--- src/rtl/prv32_timer_pkg.sv ---
// Shared definitions for the PRV32 machine-timer blocks.
//   - FSM state encoding for the mtimecmp update guard
//   - mtimecmp reset value
//   - default guard length, also used by the mtime integration glue
package prv32_timer_pkg;

    typedef enum logic {
        ST_IDLE  = 1'b0,
        ST_GUARD = 1'b1
    } tmr_state_e;

    localparam logic [63:0] MTIMECMP_RST = 64'hFFFF_FFFF_FFFF_FFFF;
    localparam int          GUARD_CYC    = 8;

endpackage

--- src/rtl/cmp64_ge.sv ---
// Combinational 64-bit unsigned a >= b.
// The high halves are compared on their own; the low halves only matter
// when the high halves are equal. This keeps the critical path to two
// 32-bit comparators plus a small merge.
// Ports:
//   a  in  64  left operand
//   b  in  64  right operand
//   ge out 1   a >= b (unsigned)
module cmp64_ge (
    input  logic [63:0] a,
    input  logic [63:0] b,
    output logic        ge
);

    logic hi_gt;
    logic hi_eq;
    logic lo_ge;

    assign hi_gt = a[63:32] >  b[63:32];
    assign hi_eq = a[63:32] == b[63:32];
    assign lo_ge = a[31:0]  >= b[31:0];
    assign ge    = hi_gt | (hi_eq & lo_ge);

endmodule

--- src/rtl/mtimecmp.sv ---
// Machine-timer compare register pair, interrupt generation and tear-free
// mtime read snapshot.
// Ports:
//   clk, rst            clock, synchronous active-high reset
//   mtime_h, mtime_l    current mtime value (registered upstream)
//   wdata               write data for either compare half
//   wrh_n, wrl_n        active-low writes of mtimecmp[63:32] / [31:0]
//   rdl_n               active-low snapshot strobe (captures all 64 bits)
//   mtimecmph/l         compare register halves
//   snap_h/l            mtime snapshot halves
//   mtip                timer interrupt pending (registered level)
//   guard               high while interrupt is suppressed after a low write
module mtimecmp
    import prv32_timer_pkg::*;
#(
    parameter int GUARD_CYC = prv32_timer_pkg::GUARD_CYC
) (
    input  logic        clk,
    input  logic        rst,
    input  logic [31:0] mtime_h,
    input  logic [31:0] mtime_l,
    input  logic [31:0] wdata,
    input  logic        wrh_n,
    input  logic        wrl_n,
    input  logic        rdl_n,
    output logic [31:0] mtimecmph,
    output logic [31:0] mtimecmpl,
    output logic [31:0] snap_h,
    output logic [31:0] snap_l,
    output logic        mtip,
    output logic        guard
);

    localparam logic [7:0] GUARD_RLD = 8'(GUARD_CYC - 1);

    tmr_state_e state, state_nxt;
    logic [7:0] cnt, cnt_nxt;
    logic       hit;

    // Compare against the registered cmp value; a write in this cycle only
    // takes effect for the next compare.
    cmp64_ge u_ge (
        .a  ({mtime_h, mtime_l}),
        .b  ({mtimecmph, mtimecmpl}),
        .ge (hit)
    );

    // A lone low-half write opens (or extends) a guard window so software can
    // finish a low/high/low update without a spurious interrupt. Any high-half
    // write closes the window immediately.
    always_comb begin
        state_nxt = state;
        cnt_nxt   = cnt;
        case (state)
            ST_IDLE: begin
                if (!wrl_n && wrh_n) begin
                    state_nxt = ST_GUARD;
                    cnt_nxt   = GUARD_RLD;
                end
            end
            ST_GUARD: begin
                if (!wrh_n) begin
                    state_nxt = ST_IDLE;
                end else if (!wrl_n) begin
                    cnt_nxt = GUARD_RLD;
                end else if (cnt == 8'd0) begin
                    state_nxt = ST_IDLE;
                end else begin
                    cnt_nxt = cnt - 8'd1;
                end
            end
            default: begin
                state_nxt = ST_IDLE;
                cnt_nxt   = 8'd0;
            end
        endcase
    end

    always_ff @(posedge clk) begin
        if (rst) begin
            state     <= ST_IDLE;
            cnt       <= 8'd0;
            mtimecmph <= MTIMECMP_RST[63:32];
            mtimecmpl <= MTIMECMP_RST[31:0];
            snap_h    <= 32'd0;
            snap_l    <= 32'd0;
            mtip      <= 1'b0;
        end else begin
            state <= state_nxt;
            cnt   <= cnt_nxt;
            if (!wrh_n) mtimecmph <= wdata;
            if (!wrl_n) mtimecmpl <= wdata;
            // Both halves on the same edge so a low->high carry cannot tear.
            if (!rdl_n) begin
                snap_h <= mtime_h;
                snap_l <= mtime_l;
            end
            // Pure level: recomputed every cycle, never held sticky.
            mtip <= hit && (state_nxt != ST_GUARD);
        end
    end

    assign guard = (state == ST_GUARD);

endmodule

--- config.mk ---
export PLATFORM = sky130hd
export DESIGN_NAME = mtimecmp
export DESIGN_NICKNAME = d
export VERILOG_FILES = /design/src/rtl/prv32_timer_pkg.sv /design/src/rtl/cmp64_ge.sv /design/src/rtl/mtimecmp.sv
export SDC_FILE = /design/constraint.sdc
export NUM_CORES = 1
export LEC_CHECK = 0
export ABC_AREA = 1
export BUFFER_PORTS_ARGS = -buffer_cell sky130_fd_sc_hd__buf_4
export CAP_MARGIN = 30
export CORE_MARGIN = 2
export CORE_UTILIZATION = 52
export CTS_BUF_LIST = sky130_fd_sc_hd__clkbuf_4
export CTS_CLUSTER_DIAMETER = 40
export DETAILED_ROUTE_END_ITERATION = 7
export PLACE_DENSITY_LB_ADDON = 0.1
export SLEW_MARGIN = 5
export SYNTH_ARGS = -nofsm -noshare
export SYNTH_HDL_FRONTEND = slang
export SYNTH_SLANG_ARGS = --single-unit
--- constraint.sdc ---
create_clock -name clk -period 1.8 [get_ports clk]
set_input_delay 0.09 -clock clk [delete_from_list [all_inputs] [get_ports clk]]
set_output_delay 0.09 -clock clk [all_outputs]
set_load 0.01 [all_outputs]
# Word level (Yosys, flattened, before mapping)
# Index checks and enable logic that the tools add are counted.
[word_totals]
inputBits = 101
wordCells = 33
ff_bits = 138
output_inout_bits = 130
[op_classes]
addsub = 1
muxes = 10
reduce_logical = 5
magnitude_cmp = 2
bitwise = 4
eq_ne = 4
[op_table]
columns = ["op", "count"]
rows = [
  ["32-bit == test", 1],
  ["32-bit >= comparator", 1],
  ["32-bit > comparator", 1],
  ["8-bit two-way mux", 4],
  ["8-bit case mux with 2 select lines", 1],
  ["8-bit zero test", 1],
  ["8-bit by 1-bit subtractor with 8-bit output (second input constant)", 1],
  ["1-bit two-way mux", 4],
  ["2-bit inequality test (second input constant)", 2],
  ["3-bit inequality test (second input constant)", 1],
  ["3-bit AND reduction", 1],
  ["1-bit logical AND", 2],
  ["1-bit inverter", 2],
  ["1-bit case mux with 2 select lines", 1],
  ["1-bit AND", 1],
  ["1-bit zero test", 1],
  ["1-bit bitwise OR", 1],
]

# Logic depth before layout (Yosys ltp)
# Gate-level depths: netlist of run 1.
[depth]
ltp_word = 7
depth_mapped = 15
mapped_depth_nobuf = 15

# Modules after synthesis
# From an unflattened synthesis of run 1, not the netlist that was laid out.
[hier_totals]
cells_unflattened = 941
hier_area_um2 = 6717.7
[modules_own_cells]
columns = ["mod", "area_each_um2", "cells_per_inst", "instances", "seq_area_each_um2"]
rows = [
  ["mtimecmp", 4924.7, 643, 1, 2762.6],
  ["cmp64_ge", 1793.0, 298, 1, 0.0],
]

# Worst setup path before layout of run 1
# No wires, ideal clock.
[synth_timing]
path_kind = "register to register"
start = "register mtimecmph[31]"
end = "register mtip"
t_arrival_ns = 1.383
path_buffers = 0
t_required_ns = 1.684
path_stages_with_launch = 12
slack_ns = 0.301
period_less_slack_ns = 1.499
setup_time_ns = 0.116
path_cell_list = "dfxtp_1 > inv_1 > ha_1 > nand2_1 > nor2_1 > nand4_1 > nor2_1 > nand2_1 > nor2_1 > nand2_1 > nand2_1 > nor2_2"
[synth_via]
elab_chain_len = 4
word_cells_on_any_way = 5
cone_classes = "order compare (1); eq/ne (1); bitwise (2); reduce/logical (1)"
[synth_rtl]
columns = ["element", "line_no", "rtl"]
rows = [
  ["start, declared", "mtimecmp.sv:26", "output logic [31:0] mtimecmph,"],
  ["start signal, assigned", "mtimecmp.sv:83", "mtimecmph <= MTIMECMP_RST[63:32];"],
  ["start signal, assigned", "mtimecmp.sv:91", "if (!wrh_n) mtimecmph <= wdata;"],
  ["parallel branches: the longest is 2 deep, another holds 32-bit > comparator", "n/a", ""],
  ["1-bit bitwise OR *", "cmp64_ge.sv:22", "assign ge = hi_gt | (hi_eq & lo_ge);"],
  ["1-bit logical AND *", "mtimecmp.sv:99", "mtip <= hit && (state_nxt != ST_GUARD);"],
  ["end signal, assigned", "mtimecmp.sv:99", ""],
  ["end, declared", "mtimecmp.sv:30", "output logic mtip,"],
]
# Every way passes the cells marked *.
# A chain may end at the register's enable or synchronous reset.

# Worst setup path in the final report of run 1
[layout_timing]
start = "register mtimecmpl[5]"
end = "register mtip"
[layout_via]
elab_chain_len = 4
[layout_rtl]
columns = ["element", "line_no", "rtl"]
rows = [
  ["start, declared", "mtimecmp.sv:27", "output logic [31:0] mtimecmpl,"],
  ["start signal, assigned", "mtimecmp.sv:84", "mtimecmpl <= MTIMECMP_RST[31:0];"],
  ["start signal, assigned", "mtimecmp.sv:92", "if (!wrl_n) mtimecmpl <= wdata;"],
  ["32-bit >= comparator", "cmp64_ge.sv:21", "assign lo_ge = a[31:0] >= b[31:0];"],
  ["1-bit AND", "cmp64_ge.sv:22", ""],
  ["1-bit bitwise OR", "cmp64_ge.sv:22", ""],
  ["1-bit logical AND", "mtimecmp.sv:99", ""],
]
# No other way between the ends.

==> out/results.tsv, run 1 <==
metric	value	unit
grt_pass1_wl	32300	um
nNetsFinal	1366	
rrSetupSlack	0.14	ns
hold_class	in -> reg	
grt_max_degree	78	
max_slew_margin	0.672	
cts_made_buffers	17	
muxShareOfSynthArea	0	
gp_congestion	0.815	
core	12500	um2
cpMaxStageDelayCell	dfxtp_1	
grt_pass1_vias	6785	
drt-total-wl	20800	um
root_buffer	clkbuf_4	
synth-xor-area-share	0.00400	
tightest_slew	0.491	ns
synth_fa_ha_area_frac	0.124	
post_drt_wl_per_cell	15.0	um
io_pins	231	
remaining_drc_errors	0	
placed_cells	1231	
yosysWarnings	0	
path_cells	inv_1 > ha_1 > a21oi_1 > nor2_1 > nor2_1 > nand2_1 > nand2_1 > nand2_1 > nand2_1 > nand2_1 > nand2_1 > nor2_2	
yosysSeqAreaShare	0.421	
grt_overflow	0	
setup_viol	0	
synth_top_family_by_area	simple AND/OR/NAND/NOR gates	
syn_to_final_growth	52.2	%
clock_sink_count	138	
drv_cap	0	
start_util	0.527	
hold-path-cell-count	3	
ys_async_sr_fraction	0	
fin_skew	0.00984	ns
die_w	116	um
dr.pass1.iters	5	
yosysMostFrequentCell	nand2_1	
crit_buf_inv	1	
ys_top_cells_by_count	nand2_1 (161), nor2_1 (153), dfxtp_1 (138), inv_1 (95), o21ai_0 (68)	
slew_violations	0	
rows	41	
post-route-period-util	0.924	
synth_edf_count	0	
crit_top_cell	nand2_1	
critPathMaxStageDelay	0.36	ns
cts_tree	done	
synth_top_cell_by_area	dfxtp_1	
antenna_found_initial	0	
ant_nets	0	
synthSimpleGateAreaFrac	0.209	
min_period	1.66	ns
max_freq	0.601	GHz
drive_gt1_frac	0.242	
ys_types	31	
power.leakage	5.14	nW
synthDominantCellAreaShare	0.421	
port_buffers	230	
start_kind	flop	
cp-end-kind	flop	
drt_iter0_drc	436	
avgViaCountPerCell	5.06	
worstPathMaxFanout	2	
hold_viol_final	0	
insertedDiodeCount	0	
stdcell_count	1385	
dp_hpwl	13400	um
fin_area	9990	um2
grt_usage	0.308	
required	2.25	ns
avgSynthCellArea	7.62	um2
crit_cells	12	
place_area	8450	um2
dominantRegCellSynth	dfxtp_1	
syn_nets	1027	
cp.arrival	2.11	ns
irDropWorstVdd	0.489	mV
die_area	13500	um2
synth.area.top_cells	dfxtp_1 (42%), ha_1 (12%), nand2_1 (9.2%)	
htree_levels	4	
syn_area	6570	um2
die-height	116	um
clockBufferDepth	2	
synth-seq-cells	138	
clock_latency	0.55	ns
status	finished clean	
via_count	7015	
cts.clk_slew.worst_paths	0.11	ns
power_density	723	nW/um2
synth_compound_area_frac	0.160	
postSynthCellCount	861	
reg2reg_depth	12	
worstSetupPathType	reg -> reg	
cp_top_family	simple AND/OR/NAND/NOR gates	
-- cell type report --
| type | count | area [um2] |
|---|---|---|
| Clock buffer | 21 | 158 |
| Timing Repair Buffer | 361 | 3060 |
| Tap cell | 172 | 215 |
| Multi-Input combinational cell | 584 | 3280 |
| Sequential cell | 138 | 2770 |
| Inverter | 98 | 383 |
| Clock inverter | 11 | 128 |
| Fill cell | 861 | 2470 |
-- cells in the final DEF, fill, tap and decap left out, types with 4 or more instances in the layout --
| master | netlist | final |
|---|---|---|
| nor2_1 | 153 | 146 |
| ha_1 | 65 | 65 |
| clkinv_2 | 0 | 4 |
| nand2_1 | 161 | 161 |
| dlygate4sd3_1 | 0 | 122 |
| dfxtp_1 | 138 | 135 |
| clkbuf_4 | 0 | 21 |
| buf_4 | 0 | 235 |
| a21oi_1 | 38 | 38 |
| o211ai_1 | 62 | 62 |
| nor2_2 | 3 | 8 |
| o21ai_0 | 68 | 68 |
| clkinv_1 | 0 | 4 |
| inv_1 | 95 | 93 |
| nand4_1 | 6 | 6 |
| nand3_1 | 9 | 9 |
-- stage by stage --
step           hold slack (ns)   util  power, mW    TNS, ns  setup WS (ns)
2_1_floorplan            0.203      -       4.19          0          0.301
3_3_place_gp             0.307  0.678       4.89          0          0.139
3_5_place_dp             0.307  0.678       4.91          0          0.124
4_1_cts                0.00363  0.799       7.20          0          0.106
5_1_grt                 0.0188  0.801       7.61  -0.000703      -0.000703
6_report                0.0486  0.801       7.23          0          0.137
-- routing by layer --
layer  share of wire  wire [um]  GRT usage  vias to the layer above
met5               0          0          0                        -
li1                -          -          -                     3481
met1            0.40       8270      0.336                     3225
met2            0.50      10500      0.556                      250
met4           0.035        738      0.153                        0
met3           0.062       1300     0.0737                       59
-- flip-flops by register name, indices dropped and copies added (netlist names) --
name,cells
mtimecmph,32
snap_l,32
snap_h,32
mtip,1
mtimecmpl,32
cnt,8
guard,1
-- logic make-up after synthesis --
kind of cell	after synthesis
buffers and inverters	139
flip-flops	138
XOR/XNOR	3
AO/OA/AOI/OAI	174
AND/OR/NAND/NOR	342
adder cells (fa/ha/maj)	65
-- power breakdown --
group          total (mW)  switching, mW  internal, mW
logic                1.76          0.881         0.875
registers            3.37          0.112          3.26
clock network        2.10           1.10         0.999
total                7.23           2.09          5.14
-- worst reg2reg max path, cell delays in order (launching register included) --
cell     delay [ns]
dfxtp_1        0.36
inv_1          0.09
ha_1           0.31
a21oi_1        0.19
nor2_1         0.06
nor2_1         0.13
nand2_1        0.08
nand2_1        0.05
nand2_1        0.09
nand2_1        0.08
nand2_1        0.05
nand2_1        0.06
nor2_2         0.03
-- path summary, 6_finish.rpt --
kind	start	to
worst min register to register	cnt[0]	cnt[0]
worst max register to register	mtimecmpl[5]	mtip
worst max-delay path	mtimecmpl[5]	mtip
worst min-delay path	rdl_n	snap_l[2]
-- timing repair --
action / in CTS / in global routing
endpoints found under the hold margin: 138 / 0
setup buffers: 0 / 0
endpoints found under the setup margin: 0 / 3
hold buffers: 122 / 0
gates resized for setup: 0 / 13
Note: power is estimated with default switching activity, not from simulation.
==> run 2, diff against run 1 <==
- CELL_PAD_IN_SITES_DETAIL_PLACEMENT: unset -> 0
- CELL_PAD_IN_SITES_GLOBAL_PLACEMENT: unset -> 1
- CORE_UTILIZATION: 52 -> 36
- TNS_END_PERCENT: unset -> 1
==> run 2 against run 1 <==
Worst hold slack better by 0.19 ns. Cell count up 3.6%. Register-to-register slack better by 0.02 ns. Core utilization is 24 points lower. Critical endpoint is now snap_l[0].
==> out/results.tsv, run 2 (synthesized netlist as in run 1, its figures left out) <==
metric	value	unit	change
status	finished clean		
cp-end-kind	flop		
crit_top_cell	dlygate4sd3_1		
post_drt_wl_per_cell	14.2	um	-5.6%
avgViaCountPerCell	4.59		-9.3%
die-height	139	um	+19%
cts_setup_buffers	0		unchanged
hold_viol_final	0		unchanged
root_buffer	clkbuf_4		
max_freq	0.595	GHz	-1.1%
fin_skew	0.0235	ns	+0.0136 ns
worstHoldStart	rdl_n		
die_area	19300	um2	+43%
swShare	0.293		+0.00359
r2r_start	mtimecmph[15]		
clock_latency	0.53	ns	-0.02 ns
worstPathMaxFanout	45		+43
fin_setup_tns	0	ns	unchanged
min_period	1.68	ns	+0.0181 ns
htree_levels	4		unchanged
via_count	6592		-6.0%
cts_made_buffers	17		unchanged
grt_overflow	0		unchanged
ant_nets	0		unchanged
rsz0062_at_grt	false		
layout_common_cells	buf_4 (236), nand2_1 (161), nor2_1 (150), dfxtp_1 (138), dlygate4sd3_1 (114)		
dr.pass1.iters	4		-1
required	2.27	ns	+0.02 ns
net-switching-power	2.07	mW	-0.87%
gp_congestion	0.782		-4.0%
antenna_found_initial	1		+1
io_pins	231		unchanged
stdcell_count	1435		+3.6%
post-route-period-util	0.934		+0.0100
drt-total-wl	20300	um	-2.2%
cp.arrival	2.15	ns	+0.04 ns
rows	49		+20%
power_density	710	nW/um2	-1.8%
fillCellCount	1760		+100%
max_slew_margin	0.558		-0.114
final_common_cell	buf_4		
syn_to_final_growth	51.7	%	
die_w	139	um	+19%
crit_start	rst		
p_int	5.00	mW	-2.6%
cts_tree	done		
fin_hold_ws	0.235	ns	+0.187 ns
port_buffers	230		unchanged
grt_max_degree	63		-19%
drt_iter0_drc	194		-56%
grt_pass1_wl	32900	um	+1.6%
start_util	0.367		-0.160
critPathMaxStageDelay	0.55	ns	+0.19 ns
grt_usage	0.210		-0.0975
grt_pass1_vias	6609		-2.6%
slew_violations	0		unchanged
dp_hpwl	14400	um	+8.0%
cpMaxStageDelayCell	dlygate4sd3_1		
cts.clk_slew.worst_paths	0.13	ns	+0.02 ns
drive_gt1_frac	0.241		-0.000886
clock_sink_count	138		unchanged
hold_class	in -> reg		
path_cells	dlygate4sd3_1 > buf_4 > inv_4 > buf_12 > o21ai_0 > a21oi_1 > dlygate4sd3_1		
drv_cap	0		unchanged
setup_viol	0		unchanged
start_kind	input pin		
remaining_drc_errors	0		unchanged
p_comb_frac	0.241		-0.002
placed_cells	1289		+4.7%
power.leakage	5.15	nW	+0.13%
irDropWorstVdd	0.392	mV	-20%
p_clk_frac	0.283		-0.007
nNetsFinal	1359		-0.51%
core	17900	um2	+44%
seq_power_share	0.476		+0.009
worstSetupPathType	in -> reg		
tightest_slew	0.664	ns	+0.173 ns
clockBufferDepth	2		unchanged
==> run 2: area by class of cell <==
type | count | area [um2] | area share
timing repair buffer | 354 | 2990 | 0.300
inverter | 98 | 384 | 0.0386
clock inverter | 9 | 100 | 0.0100
clock buffer | 22 | 165 | 0.0166
sequential | 138 | 2760 | 0.277
multi-input combinational | 584 | 3270 | 0.328
tap | 229 | 287 | 0.0288
antenna | 1 | 2.50 | 0.000251
==> run 2: final timing paths <==
check                to  slack [ns]  cells after the start
max           snap_l[0]        0.12                      7
min          snap_h[19]        0.24                      5
max reg2reg        mtip        0.16                     11
min reg2reg      cnt[0]        0.47                      2
==> run 2: worst max-delay path, delay by kind of cell <==
kind | cells | cell delay, ns
buf+inv | 5 | 1.81
compound gates | 2 | 0.24
==> run 2: metrics by stage <==
| step | utilization | worst slack [ns] | total power [mW] | area (um2) |
|---|---|---|---|---|
| 6_report | 0.556 | 0.119 | 7.08 | 9960 |
| 5_1_grt | 0.556 | 0.00153 | 7.52 | 9960 |
| 4_1_cts | 0.556 | 0.0227 | 7.18 | 9950 |
| 3_5_place_dp | 0.477 | 0.159 | 4.94 | 8540 |
| 3_3_place_gp | 0.477 | 0.159 | 4.93 | 8540 |
| 2_1_floorplan | - | 0.301 | 4.19 | 6570 |
==> run 2: per-layer routing <==
| layer | part of all wire | vias up | global-route usage | wire length (um) |
|---|---|---|---|---|
| met4 | 0.019 | 0 | 0.0686 | 391 |
| met3 | 0.053 | 21 | 0.0525 | 1080 |
| met2 | 0.47 | 164 | 0.355 | 9600 |
| li1 | - | 3463 | - | - |
| met5 | 0 | - | 0 | 0 |
| met1 | 0.46 | 2944 | 0.263 | 9270 |
==> run 2: what timing repair did <==
action	4_1_cts	5_1_grt
hold buffers	114	0
endpoints found under the setup margin	0	14
endpoints found under the hold margin	138	0
resized for setup	0	5
==> run 2: power by group through the flow <==
stage / logic [mW] / clock network, mW / registers, mW
2_1_floorplan: 0.670 / 0 / 3.53
3_3_place_gp: 1.50 / 0 / 3.43
3_5_place_dp: 1.50 / 0 / 3.44
4_1_cts: 1.71 / 2.09 / 3.37
5_1_grt: 1.91 / 2.21 / 3.40
6_report: 1.70 / 2.01 / 3.37
==> run 3, diff against run 2 <==
- CORE_UTILIZATION: 36 -> 39
- GPL_ROUTABILITY_DRIVEN: unset -> 1
- clock period: 1.8 -> 2.05 ns (I/O delays scaled with it)
==> run 3 against run 2 <==
Die area is 7.5% lower. Combinational power is 15% lower. Worst hold slack got worse by 0.18 ns. Cell count fell by 1.7%. Sequential share of layout area increased by 0.52 points.
==> out/results.tsv, run 3 (synthesized netlist as in run 1, its figures left out) <==
metric	value	unit	change
avgViaCountPerCell	4.61		+0.43%
post_drt_wl_per_cell	14.0	um	-1.3%
drt_iter0_drc	284		+46%
slew_violations	0		unchanged
io_pins	231		unchanged
remaining_drc_errors	0		unchanged
required	2.51	ns	+0.24 ns
post_cts_resized	0		unchanged
die-height	134	um	-3.8%
fin_setup_tns	0	ns	unchanged
max_freq	0.590	GHz	
cts_made_buffers	17		unchanged
multi_input_area	3260	um2	-0.34%
layout_common_cells	buf_4 (237), nand2_1 (161), nor2_1 (153), dfxtp_1 (138), dlygate4sd3_1 (99)		
die_area	17900	um2	-7.5%
cp.arrival	2.15	ns	about the same
cp_top_family	simple AND/OR/NAND/NOR gates		
htree_levels	4		unchanged
irDropWorstVdd	0.331	mV	-15%
crit_top_cell	nand2_1		
stdcell_count	1410		-1.7%
critPathMaxStageDelay	0.35	ns	-0.20 ns
grt_max_degree	69		+9.5%
port_buffers	230		unchanged
core	16500	um2	-7.7%
placed_cells	1278		-0.85%
drv_cap	0		unchanged
nNetsFinal	1342		-1.3%
dp_hpwl	14000	um	-3.1%
die_w	134	um	-3.8%
grt_overflow	0		unchanged
drive_gt1_frac	0.236		-0.00433
hold_class	in -> reg		
via_count	6505		-1.3%
gp_congestion	0.768		-1.8%
start_kind	flop		
post-route-period-util	0.826		
rsz0062_at_grt	false		
min_period	1.69	ns	
cpMaxStageDelayCell	dfxtp_1		
drt-total-wl	19700	um	-3.1%
path_cells	inv_1 > ha_1 > nand2_1 > nor2_1 > nand4_1 > nor2_1 > nand2_1 > nor2_1 > nand2_1 > nand2_1 > nor2_2		
antenna_found_initial	1		unchanged
worstPathMaxFanout	3		-93%
start_util	0.397		+0.0306
hold_viol_final	0		unchanged
cp-end-kind	flop		
status	finished clean		
final_core_util	0.592		+0.0353
power.leakage	5.05	nW	-1.9%
worstSetupPathType	reg -> reg		
syn_to_final_growth	49.0	%	
final_common_cell	buf_4		
dr.pass1.iters	5		+1
clock_sink_count	138		unchanged
fin_skew	0.0101	ns	-0.0134 ns
setup_viol	0		unchanged
grt_usage	0.220		+0.00999
rows	47		-4.1%
ant_nets	0		unchanged
cts.clk_slew.worst_paths	0.12	ns	about the same
clockBufferDepth	2		unchanged
cts_setup_buffers	0		unchanged
seq_area	2760	um2	unchanged
root_buffer	clkbuf_4		
fillCellCount	1591		-9.6%
grt_pass1_vias	6428		-2.7%
grt_pass1_wl	31400	um	-4.5%
tightest_slew	0.647	ns	-0.0170 ns
crit_buf_inv	1		-4
ctsHoldBuffers	99		-13%
clock_latency	0.56	ns	+0.03 ns
cts_tree	done		
power_density	651	nW/um2	-8.3%
max_slew_margin	0.569		+0.0114
-- run 3: changes by cell type in the layout (fill, tap and decap cells not counted), sizes merged --
cell,previous run,this run
clkinvlp,1,2
bufinv,3,5
clkbuf,22,17
dlygate4sd3,114,99
buf,240,238
inv,97,96
clkinv,6,10
-- run 3: where the power goes --
part | internal, mW | total, mW | switching [mW]
clock | 0.945 | 1.96 | 1.02
sequential | 2.86 | 2.96 | 0.0937
combinational | 0.721 | 1.45 | 0.728
-- run 3: metrics by stage --
step / instance area [um2] / power (mW) / worst slack, ns / hold slack, ns
2_1_floorplan: 6570 / 3.68 / 0.551 / 0.216
3_3_place_gp: 8480 / 4.31 / 0.357 / 0.318
3_5_place_dp: 8480 / 4.32 / 0.352 / 0.320
4_1_cts: 9780 / 6.45 / 0.329 / 0.0142
5_1_grt: 9780 / 6.75 / 0.174 / 0.0442
6_report: 9780 / 6.37 / 0.356 / 0.0580
-- run 3: final timing paths --
path / from / end / slack [ns] / cells past startpoint
max: mtimecmph[31] / mtip / 0.36 / 11
max reg2reg: mtimecmph[31] / mtip / 0.36 / 11
min reg2reg: cnt[0] / cnt[0] / 0.48 / 2
min: rdl_n / snap_l[9] / 0.06 / 3
-- run 3: layout make-up --
type	count	area share
clock buffer	17	0.0131
clock inverter	15	0.0186
timing repair buffer	337	0.285
multi-input combinational	584	0.333
sequential	138	0.282
antenna	1	0.000256
inverter	98	0.0392
tap	220	0.0281
-- run 3: per-layer routing --
metal / vias to the layer above / routed length, um / global-route usage
met5: - / 0 / 0
li1: 3423 / - / -
met2: 173 / 9360 / 0.379
met4: 0 / 354 / 0.0686
met1: 2884 / 8760 / 0.267
met3: 25 / 1240 / 0.0609
-- run 3: worst reg2reg max path, stage by stage, from the launching register on --
cell and delay (ns):
dfxtp_1 0.35, inv_1 0.06, ha_1 0.29, nand2_1 0.07, nor2_1 0.23, nand4_1 0.17, nor2_1 0.14, nand2_1 0.05
nor2_1 0.09, nand2_1 0.06, nand2_1 0.06, nor2_2 0.03
